### src/rtl/blast_pkg.sv
// Shared definitions for the seed-match datapath.
//   BASE_W    : bits per nucleotide base
//   base_t    : 2-bit base codes (A/C/G/T)
//   hit_t     : hit record carrying the database position of a match
package blast_pkg;

  localparam int unsigned BASE_W    = 2;
  localparam int unsigned HIT_POS_W = 32;

  typedef enum logic [BASE_W-1:0] {
    BASE_A = 2'b00,
    BASE_C = 2'b01,
    BASE_G = 2'b10,
    BASE_T = 2'b11
  } base_t;

  typedef struct packed {
    logic [HIT_POS_W-1:0] pos;
  } hit_t;

endpackage

### src/rtl/hit_fifo.sv
// Synchronous FIFO with pointer + occupancy counter.
//   clk, rst_n      : clock, asynchronous active-low reset
//   push, wdata     : write request / data (ignored when full unless popping)
//   pop             : read request (ignored when empty)
//   rdata           : head entry
//   full, empty     : occupancy flags
//   count           : current number of entries
module hit_fifo #(
  parameter int unsigned DEPTH = 8,
  parameter int unsigned WIDTH = 32
) (
  input  logic                     clk,
  input  logic                     rst_n,
  input  logic                     push,
  input  logic [WIDTH-1:0]         wdata,
  input  logic                     pop,
  output logic [WIDTH-1:0]         rdata,
  output logic                     full,
  output logic                     empty,
  output logic [$clog2(DEPTH):0]   count
);

  localparam int unsigned AW = $clog2(DEPTH);
  localparam logic [AW:0] FULL_CNT = DEPTH[AW:0];

  logic [WIDTH-1:0] mem [DEPTH];
  logic [AW-1:0]    wr_ptr;
  logic [AW-1:0]    rd_ptr;
  logic             do_push;
  logic             do_pop;

  assign empty   = (count == '0);
  assign full    = (count == FULL_CNT);
  assign do_pop  = pop & ~empty;
  // A simultaneous pop frees the slot, so a push on full is still accepted.
  assign do_push = push & (~full | do_pop);
  assign rdata   = mem[rd_ptr];

  always_ff @(posedge clk or negedge rst_n) begin
    if (!rst_n) begin
      for (int unsigned i = 0; i < DEPTH; i++) mem[i] <= '0;
      wr_ptr <= '0;
      rd_ptr <= '0;
      count  <= '0;
    end else begin
      if (do_push) begin
        mem[wr_ptr] <= wdata;
        wr_ptr      <= wr_ptr + 1'b1;
      end
      if (do_pop) rd_ptr <= rd_ptr + 1'b1;
      case ({do_push, do_pop})
        2'b10:   count <= count + 1'b1;
        2'b01:   count <= count - 1'b1;
        default: count <= count;
      endcase
    end
  end

endmodule

### src/rtl/seed_match_stage.sv
// Seed-match consumer stage behind the 2-bit/base database shift register.
//   clk, rst           : clock, asynchronous active-low reset
//   queryLoad, queryIn : load query seed (base 0 in bits [1:0])
//   windowData         : lowest SEED_LEN bases of the shifter output
//   windowValid        : shifter advanced, new window present
//   windowStart        : with windowValid, first window of a new sequence
//   stall              : upstream must not shift while high
//   hitValid/hitReady  : hit FIFO drain handshake
//   hitPos             : database position of the head hit
//   hitCount           : saturating count of accepted hits
//   overflow           : sticky, a hit was dropped on a full FIFO
module seed_match_stage
  import blast_pkg::*;
#(
  parameter int unsigned SEED_LEN   = 11,
  parameter int unsigned POS_W      = 32,
  parameter int unsigned FIFO_DEPTH = 8
) (
  input  logic                       clk,
  input  logic                       rst,
  input  logic                       queryLoad,
  input  logic [BASE_W*SEED_LEN-1:0] queryIn,
  input  logic [BASE_W*SEED_LEN-1:0] windowData,
  input  logic                       windowValid,
  input  logic                       windowStart,
  output logic                       stall,
  output logic                       hitValid,
  input  logic                       hitReady,
  output logic [POS_W-1:0]           hitPos,
  output logic [15:0]                hitCount,
  output logic                       overflow
);

  localparam int unsigned WIN_W = BASE_W * SEED_LEN;
  localparam int unsigned CW    = $clog2(FIFO_DEPTH) + 1;
  // Headroom of 3: two compare stages in flight plus one cycle of stall latency.
  localparam logic [CW-1:0] STALL_AT = CW'(FIFO_DEPTH - 3);

  logic [WIN_W-1:0] query;
  logic [POS_W-1:0] db_pos;
  logic [POS_W-1:0] win_pos;

  logic             s1_valid;
  logic [WIN_W-1:0] s1_win;
  logic [POS_W-1:0] s1_pos;
  logic             s2_match;
  logic [POS_W-1:0] s2_pos;

  logic             fifo_full;
  logic             fifo_empty;
  logic [CW-1:0]    fifo_count;
  logic             pop;
  logic             push_ok;

  assign win_pos  = windowStart ? '0 : db_pos;
  assign hitValid = ~fifo_empty;
  assign pop      = hitValid & hitReady;
  assign push_ok  = s2_match & (~fifo_full | pop);

  always_ff @(posedge clk or negedge rst) begin
    if (!rst) begin
      query    <= '0;
      db_pos   <= '0;
      s1_valid <= 1'b0;
      s1_win   <= '0;
      s1_pos   <= '0;
      s2_match <= 1'b0;
      s2_pos   <= '0;
      stall    <= 1'b0;
      hitCount <= '0;
      overflow <= 1'b0;
    end else begin
      if (queryLoad) query <= queryIn;

      // Position keeps advancing even when queryLoad discards the window.
      if (windowValid) db_pos <= win_pos + 1'b1;

      s1_valid <= windowValid & ~queryLoad;
      s1_win   <= windowData;
      s1_pos   <= win_pos;

      s2_match <= s1_valid & ~queryLoad & (s1_win == query);
      s2_pos   <= s1_pos;

      stall <= (fifo_count >= STALL_AT);

      if (push_ok && (hitCount != '1)) hitCount <= hitCount + 1'b1;
      if (s2_match && !push_ok)        overflow <= 1'b1;
    end
  end

  hit_fifo #(
    .DEPTH (FIFO_DEPTH),
    .WIDTH (POS_W)
  ) u_hit_fifo (
    .clk   (clk),
    .rst_n (rst),
    .push  (s2_match),
    .wdata (s2_pos),
    .pop   (pop),
    .rdata (hitPos),
    .full  (fifo_full),
    .empty (fifo_empty),
    .count (fifo_count)
  );

endmodule

### config.mk
export PLATFORM = sky130hd
export DESIGN_NAME = seed_match_stage
export DESIGN_NICKNAME = d
export VERILOG_FILES = /design/src/rtl/blast_pkg.sv /design/src/rtl/hit_fifo.sv /design/src/rtl/seed_match_stage.sv
export SDC_FILE = /design/constraint.sdc
export NUM_CORES = 1
export LEC_CHECK = 0
export CORE_MARGIN = 3
export CORE_UTILIZATION = 35
export CTS_BUF_LIST = sky130_fd_sc_hd__clkbuf_8
export CTS_CLUSTER_DIAMETER = 100
export CTS_CLUSTER_SIZE = 24
export DETAILED_ROUTE_END_ITERATION = 12
export DONT_BUFFER_PORTS = 1
export GPL_ROUTABILITY_DRIVEN = 0
export PLACE_DENSITY = 0.5
export SYNTH_ARGS = -nofsm -noshare
export SYNTH_HDL_FRONTEND = slang
export SYNTH_SLANG_ARGS = --single-unit
### constraint.sdc
create_clock -name clk -period 2.6 [get_ports clk]
set_input_delay 0.52 -clock clk [delete_from_list [all_inputs] [get_ports clk]]
set_output_delay 0.52 -clock clk [all_outputs]
set_load 0.02 [all_outputs]
### Yosys cells after proc, flatten, opt, wreduce, memory -nomap -nowiden

Cells that the tools add are included.

| cells by class | value |
|---|---|
| add/subtract/negate cells | 6 |
| order comparisons | 4 |
| eq/ne operators | 5 |
| muxes and demuxes | 8 |
| bitwise logic cells | 14 |
| reductions and logical operators | 6 |

Operator list:

| operator | count |
|---|---|
| bitwise mux 256 bit | 1 |
| two-way mux 32 bit | 4 |
| binary-select mux 32 bit (select 3 bit) | 1 |
| demux 32 bit (select 3 bit) | 1 |
| adder 32 x 1 -> 32 bit, second input constant | 1 |
| equality test 22 bit | 1 |
| adder 16 x 1 -> 16 bit, second input constant | 1 |
| != test 16 bit, second input constant | 1 |
| greater-or-equal comparator 4 bit, second input constant | 2 |
| NOT 3 -> 4 bit | 2 |
| case mux 4 bit (2 select lines) | 1 |
| bitwise AND 1 bit | 7 |
| adder 3 x 1 -> 3 bit, second input constant | 2 |
| adder 4 x 1 -> 4 bit, second input constant | 1 |
| equality test 4 bit, second input constant | 1 |
| greater-or-equal comparator 4 x 3 -> 1 bit, second input constant | 1 |
| logical NOT 4 bit | 1 |
| less-than comparator 4 x 1 -> 1 bit, second input constant | 1 |
| subtractor 4 x 1 -> 4 bit, second input constant | 1 |
| logical AND 1 bit | 3 |
| NOT 1 bit | 3 |
| equality test 2 x 1 -> 1 bit, second input constant | 1 |
| equality test 2 bit, second input constant | 1 |
| OR 1 bit | 2 |
| 2 further kinds | 2 |

| storage, ports and cells | value |
|---|---|
| register bits after elaboration | 426 |
| word-level logic and storage cells | 64 |

### Longest topological paths before layout

| logic depth | value |
|---|---|
| word-level depth | 8 |
| mapped depth | 11 |
| gate-level depth less buffers | 10 |

### Hierarchy

From an unflattened synthesis, not the netlist that was laid out.

| second synthesis, totals | value |
|---|---|
| cell total of the unflattened synthesis | 1,180 |
| area, all modules | 18,227.5 µm² |

By module, submodules not included:

| module | instances | cells an instance | area each (µm²) |
|---|---|---|---|
| hit_fifo | 1 | 720 | 12,214.2 |
| seed_match_stage | 1 | 460 | 6,013.3 |

### Worst setup path before layout

Ideal clock, no wire load.

| timing | value |
|---|---|
| kind | in2reg |
| start | input port windowStart |
| end | register db_pos[22] |
| setup time | 123 ps |
| arrival time | 2,393 ps |
| data required time | 2,477 ps |
| slack | 84 ps |
| stages on the path | 10 |
| path buffers | 3 |
| cells stage by stage | buf_2 buf_1 buf_1 nor2_1 ha_1 nand4_1 or2_2 nor3_1 nand3_1 xor2_1 |

| between the ends | value |
|---|---|
| word-level cells in the longest chain between the ends | 2 |

Ends and longest elaborated chain:

| element | line | RTL |
|---|---|---|
| start, declared | seed_match_stage.sv:25 | `input logic windowStart,` |
| two-way mux 32 bit | seed_match_stage.sv:55 | `assign win_pos = windowStart ? '0 : db_pos;` |
| named net win_pos[0] | seed_match_stage.sv:41 | `logic [POS_W-1:0] win_pos;` |
| adder 32 x 1 -> 32 bit | seed_match_stage.sv:76 | `if (windowValid) db_pos <= win_pos + 1'b1;` |
| end signal, assigned | seed_match_stage.sv:76 |  |
| end, declared | seed_match_stage.sv:40 | `logic [POS_W-1:0] db_pos;` |

The timed path passes the listed nets, and every way through them passes these cells.
A chain may end at the register's enable or synchronous reset.

### Worst setup path after layout

| timing | value |
|---|---|
| start | register u_hit_fifo.rd_ptr[0] |
| end | output port hitPos[11] |

| between the ends | value |
|---|---|
| word-level cells in the longest chain between the ends | 4 |

Ends and longest elaborated chain:

| element | line | RTL |
|---|---|---|
| start, declared | hit_fifo.sv:28 | `logic [AW-1:0] rd_ptr;` |
| start signal, assigned | hit_fifo.sv:50 | `if (do_pop) rd_ptr <= rd_ptr + 1'b1;` |
| NOT 3 -> 4 bit (implied by the code) | hit_fifo.sv:37 | `assign rdata = mem[rd_ptr];` |
| binary-select mux 32 bit (select 3 bit) | hit_fifo.sv:37 |  |
| two-way mux 32 bit (implied by the code) (2 in series) | hit_fifo.sv:37 |  |
| end, declared | seed_match_stage.sv:29 | `output logic [POS_W-1:0] hitPos,` |

No other way between the ends. The select of a mux whose other input is x is not followed.

==> impl_metrics.env <==
export IMPL_ioPinCount=101
export IMPL_arrival_ps=2270
export IMPL_cts_sinks=426
export IMPL_overflow=0
export IMPL_peakVddDrop_mv=0.376
export IMPL_synthArstFlopShare_pct=100
export IMPL_cp_end_kind="primary output"
export IMPL_setup_tns_ps=-4690
export IMPL_final_common_cell="dfrtp_1"
export IMPL_grt_use_total_pct=14.5
export IMPL_crit_type="reg -> out"
export IMPL_final_cells=1906
export IMPL_power_mw=9.99
export IMPL_cts_tree="built"
export IMPL_layout_common_cells="422 x dfrtp_1, 253 x mux2_2, 64 x mux4_2"
export IMPL_grt_pass1_vias=10482
export IMPL_slew_viol_final=227
export IMPL_worstSetupStartpointType="flip-flop"
export IMPL_finalCoreUtilization_pct=39.9
export IMPL_ys_types=57
export IMPL_synth_edf_count=0
export IMPL_yosysSeqAreaShare_pct=58.9
export IMPL_rsz0062_at_grt="true"
export IMPL_vias=9576
export IMPL_syn_to_final_growth_pct=11.5
export IMPL_ant_nets=0
export IMPL_period_needed_ps=2790
export IMPL_min_period_over_period_pct=107
export IMPL_yosys_most_used_dff="dfrtp_1"
export IMPL_hpwl_um=22100
export IMPL_design_area_mm2=0.0202
export IMPL_skew_ps=13.2
export IMPL_syn_inst=1176
export IMPL_power_density_mw_per_mm2=495
export IMPL_cp_required_ps=2080
export IMPL_cts_root_buffer="clkbuf_8"
export IMPL_placementRows=82
export IMPL_wl_met1_um=18600
export IMPL_dr_wl_met3_um=1070
export IMPL_fmax_mhz=358
export IMPL_clk_insertion_delay_late_ps=610
export IMPL_place_inst=1815
export IMPL_die_w_um=233
export IMPL_vias_per_cell=5.02
export IMPL_h_tree_depth=1
export IMPL_drt_iter0_markers=585
export IMPL_antenna_found_initial=1
export IMPL_slew_headroom_pct=-54.5
export IMPL_io_buffers=0
export IMPL_violations="hold timing, slew limit, setup timing"
export IMPL_routed_top_layer="met4"
export IMPL_max_cap_viol_count=0
export IMPL_drc=0
export IMPL_avgSynthCellArea_um2=15.4
export IMPL_synth_ff_latch_count=426
export IMPL_die_y_um=233
export IMPL_place_area_mm2=0.0190
export IMPL_reg2reg_depth=5
export IMPL_drt_pass1_iterations=4
export IMPL_clockBufferDepth=3
export IMPL_path_max_fanout=9
export IMPL_dp_slack_ps=211
export IMPL_wl_met2_um=18500
export IMPL_setup_ws_ps=-191
export IMPL_nFillCells=4676
export IMPL_die_area_mm2=0.0545
export IMPL_grt_max_degree=427
export IMPL_cts_hold_buffers=50
export IMPL_nets=1285
export IMPL_syn_area_mm2=0.0181
export IMPL_diodes=0
export IMPL_hold_viol=242
export IMPL_hold_class="in -> async"
export IMPL_grt_pass1_wl_um=62200
export IMPL_cts_buffers_inserted=22
export IMPL_status="finished with violations"
export IMPL_p_leak_nw=9.33
export IMPL_synth_fp_nets=1231
export IMPL_drive_gt1_share_pct=38.3
export IMPL_yosysWarnings=0
export IMPL_core_area_mm2=0.0506
export IMPL_worstMarginPinSlew_ps=2320
export IMPL_hold_slack_ps=-414
export IMPL_wl_per_cell_um=20.4
export IMPL_drt_total_wl_um=38800
export IMPL_cts_reportedPaths_clkPinSlew_ps=140
export IMPL_start_util_pct=35.8
export IMPL_finalSetupViolations=32
[cells by family after synthesis]
group / share of synthesized area (%)
buffers and inverters: 2.32
AOI/OAI and AO/OA: 1.32
DFF: 58.9
and+or+nand+nor: 5.81
adders and majority gates: 0.345
xor gates and xnor gates: 3.05
muxes: 28.3
[report_power, final]
part | total [mW] | internal, mW | switching, mW | leakage, nW
Combinational | 0.217 | 0.134 | 0.0832 | 3.30
Sequential | 6.77 | 6.71 | 0.0625 | 5.83
Clock | 3.01 | 0.940 | 2.07 | 0.196
[registers in the layout, summed over array words and instances (netlist names), 3 cells and up]
signal             flops
db_pos                32
hitCount              16
query                 22
s1_pos                32
s1_win                22
s2_pos                32
u_hit_fifo.count       4
u_hit_fifo.mem       256
u_hit_fifo.rd_ptr      3
u_hit_fifo.wr_ptr      3
[Yosys cell counts (all sizes together), types with 7 or more instances]
master / number / area [um2]
nor3: 9 / 45.0
buf: 41 / 278
o21ai: 8 / 51.3
nand3: 21 / 110
xnor2: 35 / 307
clkbuf: 21 / 98.9
nand4: 14 / 87.6
mux2: 315 / 3660
a21oi: 7 / 35.0
and3: 8 / 51.3
nor4: 7 / 58.8
nor2: 30 / 115
nor2b: 29 / 181
nand2: 52 / 195
inv: 9 / 33.8
xor2: 28 / 245
mux4: 64 / 1440
dfrtp: 426 / 10700
[routing by layer]
metal	up-vias	track usage [%]
li1	4309	-
met1	5118	20.5
met2	111	24.1
met3	38	2.06
met4	0	2.91
met5	-	0
[path summary, 6_finish.rpt]
path                                                  start                               end  slack (ps)
max                        u_hit_fifo.rd_ptr[0]$_DFFE_PN0N_                        hitPos[11]        -190
min                                                     rst   u_hit_fifo.count[0]$_DFFE_PN0P_        -410
max reg2reg                 u_hit_fifo.count[2]$_DFFE_PN0P_    u_hit_fifo.mem[24]$_DFFE_PN0P_         280
min reg2reg                             s1_pos[0]$_DFF_PN0_               s2_pos[0]$_DFF_PN0_         360
max in group asynchronous                               rst  u_hit_fifo.rd_ptr[0]$_DFFE_PN0N_        1020
min in group clk                                   hitReady  u_hit_fifo.rd_ptr[2]$_DFFE_PN0N_          80
[area by class of cell]
type | instances | area, um2 | area share [%]
clock buffer | 23 | 317 | 1.57
timing repair buffer | 93 | 1100 | 5.45
clock inverter | 5 | 65.1 | 0.322
sequential | 426 | 10700 | 52.8
inverter | 9 | 33.8 | 0.167
multi-input combinational | 678 | 7170 | 35.5
tap | 672 | 841 | 4.16
[critical path, stage by stage (launching register included)]
cell and delay [ps]:
dfrtp_4 470, buf_12 180, buf_16 160, mux4_2 510
mux2_4 330
[timing repair]
| item | CTS | global route |
|---|---|---|
| gates cloned | 2 | 1 |
| buffers inserted | 9 | 2 |
| endpoints found under the setup margin | 32 | 33 |
| resized for setup | 39 | 5 |
| hold endpoints to repair | 511 | 426 |
No activity file was read; power rests on OpenSTA's default activity.
